$ cat src/rtl/run_sequencer_if.sv
`default_nettype none
// ============================================================================
//  Module      : run_sequencer_if
//  Description : Control bus between the run sequencer and the single-cycle
//                core. The sequencer drives start and the program address
//                window. The core returns done.
//  Revision    : 1.0 - initial release
// ============================================================================
interface run_sequencer_if #(
  parameter int PC_BITS = 9
);
  logic               core_start;
  logic [PC_BITS-1:0] core_start_addr;
  logic [PC_BITS-1:0] core_done_addr;
  logic               core_done;

  // Sequencer side
  modport master (
    output core_start,
    output core_start_addr,
    output core_done_addr,
    input  core_done
  );

  // Core side
  modport slave (
    input  core_start,
    input  core_start_addr,
    input  core_done_addr,
    output core_done
  );
endinterface
`default_nettype wire

$ cat src/rtl/run_sequencer.sv
`default_nettype none
// ============================================================================
//  Module      : run_sequencer
//  Description : Runs NUM_PROGS core programs back-to-back. It launches each
//                program, counts the cycles the program runs, aborts a
//                program that exceeds the timeout, and reports one result
//                per program.
//  Revision    : 1.0 - initial release
// ============================================================================
module run_sequencer #(
  parameter int PC_BITS    = 9,
  parameter int NUM_PROGS  = 3,
  parameter int IDX_BITS   = 2,
  parameter int CYCLE_BITS = 16,
  parameter int START_CYC  = 2
) (
  input  wire logic                           clock,
  input  wire logic                           reset_n,
  input  wire logic                           go,
  input  wire logic [NUM_PROGS*PC_BITS-1:0]   start_addr_tbl,
  input  wire logic [NUM_PROGS*PC_BITS-1:0]   done_addr_tbl,
  input  wire logic [CYCLE_BITS-1:0]          timeout_limit,
  run_sequencer_if.master                     core,
  output logic      [IDX_BITS-1:0]            prog_idx,
  output logic      [CYCLE_BITS-1:0]          cycle_count,
  output logic                                result_valid,
  output logic                                result_timeout,
  output logic                                busy,
  output logic                                all_done
);

  localparam logic [2:0] C_IDLE   = 3'd0;
  localparam logic [2:0] C_LAUNCH = 3'd1;
  localparam logic [2:0] C_RUN    = 3'd2;
  localparam logic [2:0] C_REPORT = 3'd3;
  localparam logic [2:0] C_FINISH = 3'd4;

  localparam int SCW = (START_CYC > 1) ? $clog2(START_CYC) : 1;
  localparam logic [SCW-1:0]      C_START_LAST = SCW'(START_CYC - 1);
  localparam logic [IDX_BITS-1:0] C_LAST_IDX   = IDX_BITS'(NUM_PROGS - 1);

  logic [2:0]            state_q, state_d;
  logic [IDX_BITS-1:0]   prog_idx_q, prog_idx_d;
  logic [CYCLE_BITS-1:0] cycle_count_q, cycle_count_d;
  logic [SCW-1:0]        start_cnt_q, start_cnt_d;
  logic                  flag_q, flag_d;

  logic [PC_BITS-1:0] start_entry [NUM_PROGS];
  logic [PC_BITS-1:0] done_entry  [NUM_PROGS];

  // Unpack the flat address tables into per-program entries.
  for (genvar k = 0; k < NUM_PROGS; k++) begin : g_tbl
    assign start_entry[k] = start_addr_tbl[k*PC_BITS +: PC_BITS];
    assign done_entry[k]  = done_addr_tbl[k*PC_BITS +: PC_BITS];
  end

  // Look up the address window of the current program in the tables.
  // The lookup is written as a compare loop so an index that is out of range
  // falls back to entry 0.
  always_comb begin
    core.core_start_addr = start_entry[0];
    core.core_done_addr  = done_entry[0];
    for (int k = 1; k < NUM_PROGS; k++) begin
      if (prog_idx_q == IDX_BITS'(k)) begin
        core.core_start_addr = start_entry[k];
        core.core_done_addr  = done_entry[k];
      end
    end
  end

  // Next-state logic: launch, run, report, and advance to the next program.
  always_comb begin
    state_d       = state_q;
    prog_idx_d    = prog_idx_q;
    cycle_count_d = cycle_count_q;
    start_cnt_d   = start_cnt_q;
    flag_d        = flag_q;
    case (state_q)
      C_IDLE, C_FINISH: begin
        if (go) begin
          prog_idx_d    = '0;
          cycle_count_d = '0;
          start_cnt_d   = '0;
          flag_d        = 1'b0;
          state_d       = C_LAUNCH;
        end
      end
      C_LAUNCH: begin
        // The core may still assert done from the previous program, so
        // done is ignored until the start pulse has been fully delivered.
        if (start_cnt_q == C_START_LAST) begin
          start_cnt_d = '0;
          state_d     = C_RUN;
        end else begin
          start_cnt_d = start_cnt_q + 1'b1;
        end
      end
      C_RUN: begin
        if (core.core_done) begin
          flag_d  = 1'b0;
          state_d = C_REPORT;
        end else if ((timeout_limit != '0) && (cycle_count_q == timeout_limit)) begin
          flag_d  = 1'b1;
          state_d = C_REPORT;
        end else if (cycle_count_q != '1) begin
          cycle_count_d = cycle_count_q + 1'b1;
        end
      end
      C_REPORT: begin
        if (prog_idx_q == C_LAST_IDX) begin
          state_d = C_FINISH;
        end else begin
          prog_idx_d    = prog_idx_q + 1'b1;
          cycle_count_d = '0;
          start_cnt_d   = '0;
          state_d       = C_LAUNCH;
        end
      end
      default: state_d = C_IDLE;
    endcase
  end

  // State registers. Reset is asynchronous, so the outputs decoded from the
  // state drop immediately.
  always_ff @(posedge clock or negedge reset_n) begin
    if (!reset_n) begin
      state_q       <= C_IDLE;
      prog_idx_q    <= '0;
      cycle_count_q <= '0;
      start_cnt_q   <= '0;
      flag_q        <= 1'b0;
    end else begin
      state_q       <= state_d;
      prog_idx_q    <= prog_idx_d;
      cycle_count_q <= cycle_count_d;
      start_cnt_q   <= start_cnt_d;
      flag_q        <= flag_d;
    end
  end

  // Status outputs are decoded from the state. The timeout flag is only
  // exposed while the result is valid.
  always_comb begin
    core.core_start = (state_q == C_LAUNCH);
    result_valid    = (state_q == C_REPORT);
    result_timeout  = (state_q == C_REPORT) && flag_q;
    busy            = (state_q == C_LAUNCH) || (state_q == C_RUN) || (state_q == C_REPORT);
    all_done        = (state_q == C_FINISH);
    prog_idx        = prog_idx_q;
    cycle_count     = cycle_count_q;
  end

endmodule
`default_nettype wire
$ cat src/flat_wrapper.sv
// flat-port wrapper written by rule: the top's interface ports become plain ports
module run_sequencer_flat 
#(
  parameter int PC_BITS    = 9,
  parameter int NUM_PROGS  = 3,
  parameter int IDX_BITS   = 2,
  parameter int CYCLE_BITS = 16,
  parameter int START_CYC  = 2
)
  (clock, reset_n, go, start_addr_tbl, done_addr_tbl, timeout_limit, prog_idx, cycle_count, result_valid, result_timeout, busy, all_done, core_core_start, core_core_start_addr, core_core_done_addr, core_core_done);
  run_sequencer_if #(.PC_BITS(PC_BITS)) core_i ();
  input  wire logic clock;
  input  wire logic reset_n;
  input  wire logic go;
  input  wire logic [NUM_PROGS*PC_BITS-1:0] start_addr_tbl;
  input  wire logic [NUM_PROGS*PC_BITS-1:0] done_addr_tbl;
  input  wire logic [CYCLE_BITS-1:0] timeout_limit;
  output logic      [IDX_BITS-1:0] prog_idx;
  output logic      [CYCLE_BITS-1:0] cycle_count;
  output logic result_valid;
  output logic result_timeout;
  output logic busy;
  output logic all_done;
  output wire logic [$bits(core_i.core_start)-1:0] core_core_start;
  output wire logic [$bits(core_i.core_start_addr)-1:0] core_core_start_addr;
  output wire logic [$bits(core_i.core_done_addr)-1:0] core_core_done_addr;
  input wire logic [$bits(core_i.core_done)-1:0] core_core_done;
  assign core_core_start = core_i.core_start;
  assign core_core_start_addr = core_i.core_start_addr;
  assign core_core_done_addr = core_i.core_done_addr;
  assign core_i.core_done = core_core_done;
  run_sequencer #(.PC_BITS(PC_BITS), .NUM_PROGS(NUM_PROGS), .IDX_BITS(IDX_BITS), .CYCLE_BITS(CYCLE_BITS), .START_CYC(START_CYC)) u_core (.clock(clock), .reset_n(reset_n), .go(go), .start_addr_tbl(start_addr_tbl), .done_addr_tbl(done_addr_tbl), .timeout_limit(timeout_limit), .core(core_i), .prog_idx(prog_idx), .cycle_count(cycle_count), .result_valid(result_valid), .result_timeout(result_timeout), .busy(busy), .all_done(all_done));
endmodule
$ cat config.mk
export PLATFORM = sky130hd
export DESIGN_NAME = run_sequencer_flat
export DESIGN_NICKNAME = d
export VERILOG_FILES = /design/src/rtl/run_sequencer_if.sv /design/src/rtl/run_sequencer.sv /design/src/flat_wrapper.sv
export SDC_FILE = /design/constraint.sdc
export NUM_CORES = 1
export LEC_CHECK = 0
export BUFFER_PORTS_ARGS = -buffer_cell sky130_fd_sc_hd__buf_2
export CAP_MARGIN = 15
export CORE_MARGIN = 2
export CORE_UTILIZATION = 50
export CTS_BUF_LIST = sky130_fd_sc_hd__clkbuf_8
export DETAILED_ROUTE_END_ITERATION = 7
export PLACE_DENSITY = 0.95
export SYNTH_ARGS = -nofsm -noshare
export SYNTH_HDL_FRONTEND = slang
export SYNTH_SLANG_ARGS = --single-unit
$ cat constraint.sdc
create_clock -name clock -period 3.4 [get_ports clock]
set_clock_uncertainty 0.05 [all_clocks]
set_input_delay 0.17 -clock clock [delete_from_list [all_inputs] [get_ports clock]]
set_output_delay 0.17 -clock clock [all_outputs]
set_load 0.01 [all_outputs]
# ---- After elaboration in Yosys (flattened, before gate mapping)
# Cells that the tools add are included.
dict set report totals {
  input_bits 74
  register_bits 23
}
dict set report classes {
  n_addsub 3
  n_mux 26
  reduce_logical 16
  n_eq_ne 15
}
# operator count
set op_table {}
lappend op_table {{16-bit 2-to-1 mux} 5}
lappend op_table {{16-bit one-hot mux with 3 select lines} 1}
lappend op_table {{9-bit 2-to-1 mux} 4}
lappend op_table {{16-bit by 1-bit adder with 16-bit output, second input constant} 1}
lappend op_table {{16-bit equality test} 1}
lappend op_table {{16-bit != test, second input constant} 1}
lappend op_table {{16-bit nonzero test} 1}
lappend op_table {{3-bit 2-to-1 mux} 5}
lappend op_table {{3-bit one-hot mux with 4 select lines} 1}
lappend op_table {{3-bit AND reduction} 4}
lappend op_table {{2-bit != test, second input constant} 4}
lappend op_table {{3-bit by 2-bit equality test with 1-bit output, second input constant} 2}
lappend op_table {{6-bit AND reduction} 1}
lappend op_table {{3-bit nonzero test} 2}
lappend op_table {{1-bit 2-to-1 mux} 5}
lappend op_table {{2-bit 2-to-1 mux} 2}
lappend op_table {{2-bit by 1-bit != test with 1-bit output, second input constant} 2}
lappend op_table {{2-bit one-hot mux with 2 select lines} 1}
lappend op_table {{2-bit nonzero test} 2}
lappend op_table {{3-bit by 1-bit equality test with 1-bit output, second input constant} 1}
lappend op_table {{3-bit equality test, second input constant} 1}
lappend op_table {{3-bit zero test} 1}
lappend op_table {{3-bit by 2-bit != test with 1-bit output, second input constant} 1}
lappend op_table {{1-bit one-hot mux with 3 select lines} 1}
lappend op_table {{other kinds (8)} 10}

# ---- Longest topological paths before layout
dict set report depth {
  depth_word 5
  ltp_mapped 9
  depth_no_buf 7
}

# ---- Least setup slack after synthesis
# OpenSTA, ideal clock, no wires.
dict set report synth_timing {
  kind {reg-to-reg}
  startpoint {reg u_core.cycle_count_q[1], in the netlist u_core.cycle_count[1]}
  endpoint {reg u_core.cycle_count_q[1], in the netlist u_core.cycle_count[1]}
  path_stages_with_launch 9
  arrival_time_ps 1966
  path_buffers 1
  setup_slack_ps 1258
  required_ps 3224
  synth_period_minus_slack_ps 2142
  setup_ps 126
  cell_sequence {dfrtp_1 ha_1 nand3_2 nor4_1 and3_1 or2_2 buf_4 nor3_1 a221o_1}
}
dict set report synth_via {
  elab_chain_cells 5
  word_cells_on_any_way 11
}
# item line_no
set synth_lines {}
lappend synth_lines {{start, declared} run_sequencer.sv:44} ;# logic [CYCLE_BITS-1:0] cycle_count_q, cycle_count_d;
lappend synth_lines {{start signal, assigned} run_sequencer.sv:135} ;# cycle_count_q <= cycle_count_d;
lappend synth_lines {{16-bit by 1-bit adder with 16-bit output} run_sequencer.sv:106} ;# cycle_count_d = cycle_count_q + 1'b1;
lappend synth_lines {{16-bit 2-to-1 mux} run_sequencer.sv:105} ;# end else if (cycle_count_q != '1) begin
lappend synth_lines {{16-bit 2-to-1 mux} run_sequencer.sv:102} ;# end else if ((timeout_limit != '0) && (cycle_count_q == timeout_limit)) begin
lappend synth_lines {{16-bit 2-to-1 mux} run_sequencer.sv:99} ;# if (core.core_done) begin
lappend synth_lines {{16-bit one-hot mux with 3 select lines} run_sequencer.sv:78} ;# case (state_q)
# Parallel ways exist; a longest one is shown, timed or not. The select of a mux whose other input is x is not followed.
# A chain may end at the register's enable or synchronous reset.

# ---- Worst setup path after layout
dict set report layout_timing {
  startpoint {reg u_core.prog_idx_q[1], in the netlist u_core.prog_idx[1]}
  endpoint {out core_core_done_addr[5]}
}
dict set report layout_via {
  elab_chain_cells 3
  word_cells_on_any_way 4
}
# item line_no
set layout_lines {}
lappend layout_lines {{start, declared} run_sequencer.sv:43} ;# logic [IDX_BITS-1:0] prog_idx_q, prog_idx_d;
lappend layout_lines {{start signal, assigned} run_sequencer.sv:134} ;# prog_idx_q <= prog_idx_d;
lappend layout_lines {{2-bit by 1-bit equality test with 1-bit output} run_sequencer.sv:64} ;# if (prog_idx_q == IDX_BITS'(k)) begin
lappend layout_lines {{9-bit 2-to-1 mux} run_sequencer.sv:64}
lappend layout_lines {{9-bit 2-to-1 mux *} run_sequencer.sv:64}
lappend layout_lines {{end, declared} flat_wrapper.sv:26} ;# output wire logic [$bits(core_i.core_done_addr)-1:0] core_core_done_addr;
# Every way passes the cells marked *; elsewhere a longest branch is shown, timed or not.

==> results.sh <==
export IMPL_status="complete, no violations"
export IMPL_power_density_nw_per_um2=496.4
export IMPL_die_w_um=69.47
export IMPL_clock_latency_ns=0.27
export IMPL_rows=23
export IMPL_drtIter0Drc=137
export IMPL_drive_gt1_share_pct=35.29
export IMPL_hold_path_class="in2reg"
export IMPL_crit_path_start="u_core.prog_idx[1]"
export IMPL_vdd_ir_drop_worst_v=0.0001936
export IMPL_port_buffers=114
export IMPL_maxCapViolations=0
export IMPL_die_area_um2=4826
export IMPL_tns_ns=0
export IMPL_synthDistinctLibCells=50
export IMPL_cts_resized=0
export IMPL_tightestPinTransition_ns=1.149
export IMPL_grt_max_degree=41
export IMPL_path_depth=5
export IMPL_h_tree_depth=1
export IMPL_drt_wl_total_um=6865
export IMPL_critPathCapture="core_core_done_addr[5]"
export IMPL_grt_first_pass_wirelength_um=11440
export IMPL_reg2reg_from="u_core.cycle_count[0]"
export IMPL_synth_area_leaders="dfrtp_1, mux2i_1, nand2_1"
export IMPL_leakagePower_uw=0.001320
export IMPL_grt_pass1_vias=2498
export IMPL_dpl_instance_area_um2=2693
export IMPL_cts_buffer_depth=2
export IMPL_synth_warnings=0
export IMPL_finalCritPeriodShare_pct=72.04
export IMPL_ys_ff_latch=23
export IMPL_setup_violations=0
export IMPL_cts_tree="built"
export IMPL_synth_edff_count=0
export IMPL_clk_pin_slew_ns=0.09
export IMPL_synth_avg_cell_area_um2=7.794
export IMPL_synthFlopType="dfrtp_1"
export IMPL_syn2layout_area_growth_pct=28.25
export IMPL_endpoint_kind="primary output"
export IMPL_design_area_um2=2749
export IMPL_cp_required_ns=3.18
export IMPL_wl_per_cell_um=16.19
export IMPL_place_gp_congestion=0.9126
export IMPL_synth_cells=275
export IMPL_vias=2550
export IMPL_synth_largest_area_cell="dfrtp_1"
export IMPL_synth_most_common_cell="nand2_1"
export IMPL_ios=115
export IMPL_avgViaCountPerCell=6.014
export IMPL_seq_area_frac_synth_pct=26.85
export IMPL_fmax_mhz=408.3
export IMPL_crit_type="reg2out"
export IMPL_rsz0062_at_grt="false"
export IMPL_ant_nets=0
export IMPL_synth_nets=352
export IMPL_die_height_um=69.47
export IMPL_cpMaxStageDelayCell="ha_1"
export IMPL_hold_viol=0
export IMPL_synthesis_area_um2=2143
export IMPL_report_final_slew_viol_count=0
export IMPL_antenna_found_initial=0
export IMPL_synth_top_area_share_pct=26.85
export IMPL_core_area_um2=4058
export IMPL_overflow=0
export IMPL_arrival_ns=2.23
export IMPL_crit_path_max_fanout=18
export IMPL_crit_family="adder cells"
export IMPL_ys_async_sr_fraction_pct=100.0
export IMPL_cts_made_buffers=3
export IMPL_drc=0
export IMPL_critPathMaxStageDelay_ns=0.86
export IMPL_grt_usage_pct=28.32
export IMPL_start_kind="flop"
export IMPL_ff2ff_setup_slack_ns=0.98
export IMPL_crit_buf_inv=2
export IMPL_nNetsFinal=452
export IMPL_clock_sinks=23
export IMPL_dp_hpwl_um=5254
export IMPL_n_antenna_cell=0
export IMPL_clockRootBuffer="clkbuf_8"
export IMPL_reg2reg_depth=7
export IMPL_path_cells="inv_1 -> ha_1 -> mux2i_1 -> o21ai_0 -> buf_2"
export IMPL_synth_common_cells="nand2_1, dfrtp_1, o21ai_0"
export IMPL_min_period_ns=2.449
export IMPL_r2r_end="u_core.cycle_count[1]"
export IMPL_drtPass1Iterations=5
export IMPL_start_util_pct=52.82
export IMPL_slew_limit_headroom_pct=23.11
==> final cells by class <==
| class | instances | area, um2 |
|---|---|---|
| Multi-Input combinational cell | 226 | 1450 |
| Fill cell | 348 | 1309 |
| Timing Repair Buffer | 118 | 603.1 |
| Sequential cell | 23 | 575.6 |
| Tap cell | 50 | 62.56 |
| Clock buffer | 3 | 41.29 |
| Inverter | 3 | 11.26 |
| Clock inverter | 1 | 5.005 |
==> metal layers <==
layer / track usage, % / vias up / routed length [um] / share of wire (%)
li1: - / 1213 / - / -
met1: 32.45 / 1177 / 2548 / 37
met2: 52.35 / 139 / 3581 / 52
met3: 5.378 / 21 / 581 / 8.5
met4: 9.368 / 0 / 154 / 2.2
met5: 0 / - / 0 / 0
==> logic make-up (layout without fill, tap and decap cells) <==
group,after synthesis,after routing,synth area share [%]
compound gates,59,59,18.92
xor+xnor,16,16,6.538
fa+ha+maj,3,3,1.752
buf+inv,26,125,5.487
flops,23,23,26.85
mux,20,20,9.340
simple gates,128,128,31.11
==> report_power, final <==
| part | internal, uW | switching (uW) | leakage [uW] | total (uW) |
|---|---|---|---|---|
| clock | 82.1 | 96.1 | 0.0000255 | 178 |
| sequential | 312 | 74.9 | 0.000313 | 386 |
| combinational | 335 | 465 | 0.000982 | 800 |
==> placed cells by master, fill, tap and decap left out, types with 3 or more instances in the layout <==
cell and n:
a32oi_1 7, clkbuf_8 3, ha_1 3, mux2i_1 20, and2_1 4, o21ai_0 23
nor4_1 15, nand2b_1 4, nand3_1 8, nor3_1 7, nor2b_1 4, nand4_1 5
nor2_1 12, buf_2 114, xor2_1 16, buf_4 3, a21oi_1 3, dfrtp_1 23
or2_2 3, inv_1 3, nand2_1 48, o311ai_0 5, o211ai_1 4
==> worst register-to-register path, stage by stage, from the launching register on <==
cell,delay [ns]
dfrtp_1,0.48
ha_1,0.25
nand3_2,0.15
nor4_1,0.37
and3_1,0.34
or2_2,0.26
nor3_1,0.09
a221o_1,0.32
==> worst min path at each step <==
stage | from | to | slack (ns) | depth (start not counted)
global placement | reset_n | u_core.cycle_count[13] | 0.13 | 1
floorplan | reset_n | u_core.cycle_count[0] | -0.18 | 0
CTS | go | u_core.state_q[2] | 0.18 | 3
detailed placement | reset_n | u_core.cycle_count[13] | 0.14 | 1
global route | go | u_core.state_q[2] | 0.19 | 3
finish | go | u_core.state_q[2] | 0.17 | 3
==> flip-flops by register name (all words and copies together) (netlist names) <==
signal / flops
u_core.flag_q: 1
u_core.state_q: 3
u_core.prog_idx: 2
u_core.cycle_count: 16
u_core.start_cnt_q: 1
==> timing repair <==
item,4_1_cts,5_1_grt
hold buffers,1,0
endpoints found under the hold margin,23,0
buffers inserted,0,0
endpoints found under the setup margin,0,0
==> per-stage QoR <==
stage / power (uW) / utilization, % / setup WS, ns / cells / hold slack [ns]
2_1_floorplan: 893.8 / - / 1.258 / 275 / -0.1756
3_3_place_gp: 1151 / 66.36 / 1.185 / 419 / 0.1281
3_5_place_dp: 1189 / 66.36 / 1.048 / 419 / 0.1362
4_1_cts: 1363 / 67.75 / 0.9660 / 424 / 0.1782
5_1_grt: 1467 / 67.75 / 0.7831 / 424 / 0.1854
6_report: 1364 / 67.75 / 0.9508 / 424 / 0.1724
No activity file was read; power rests on OpenSTA's default activity.
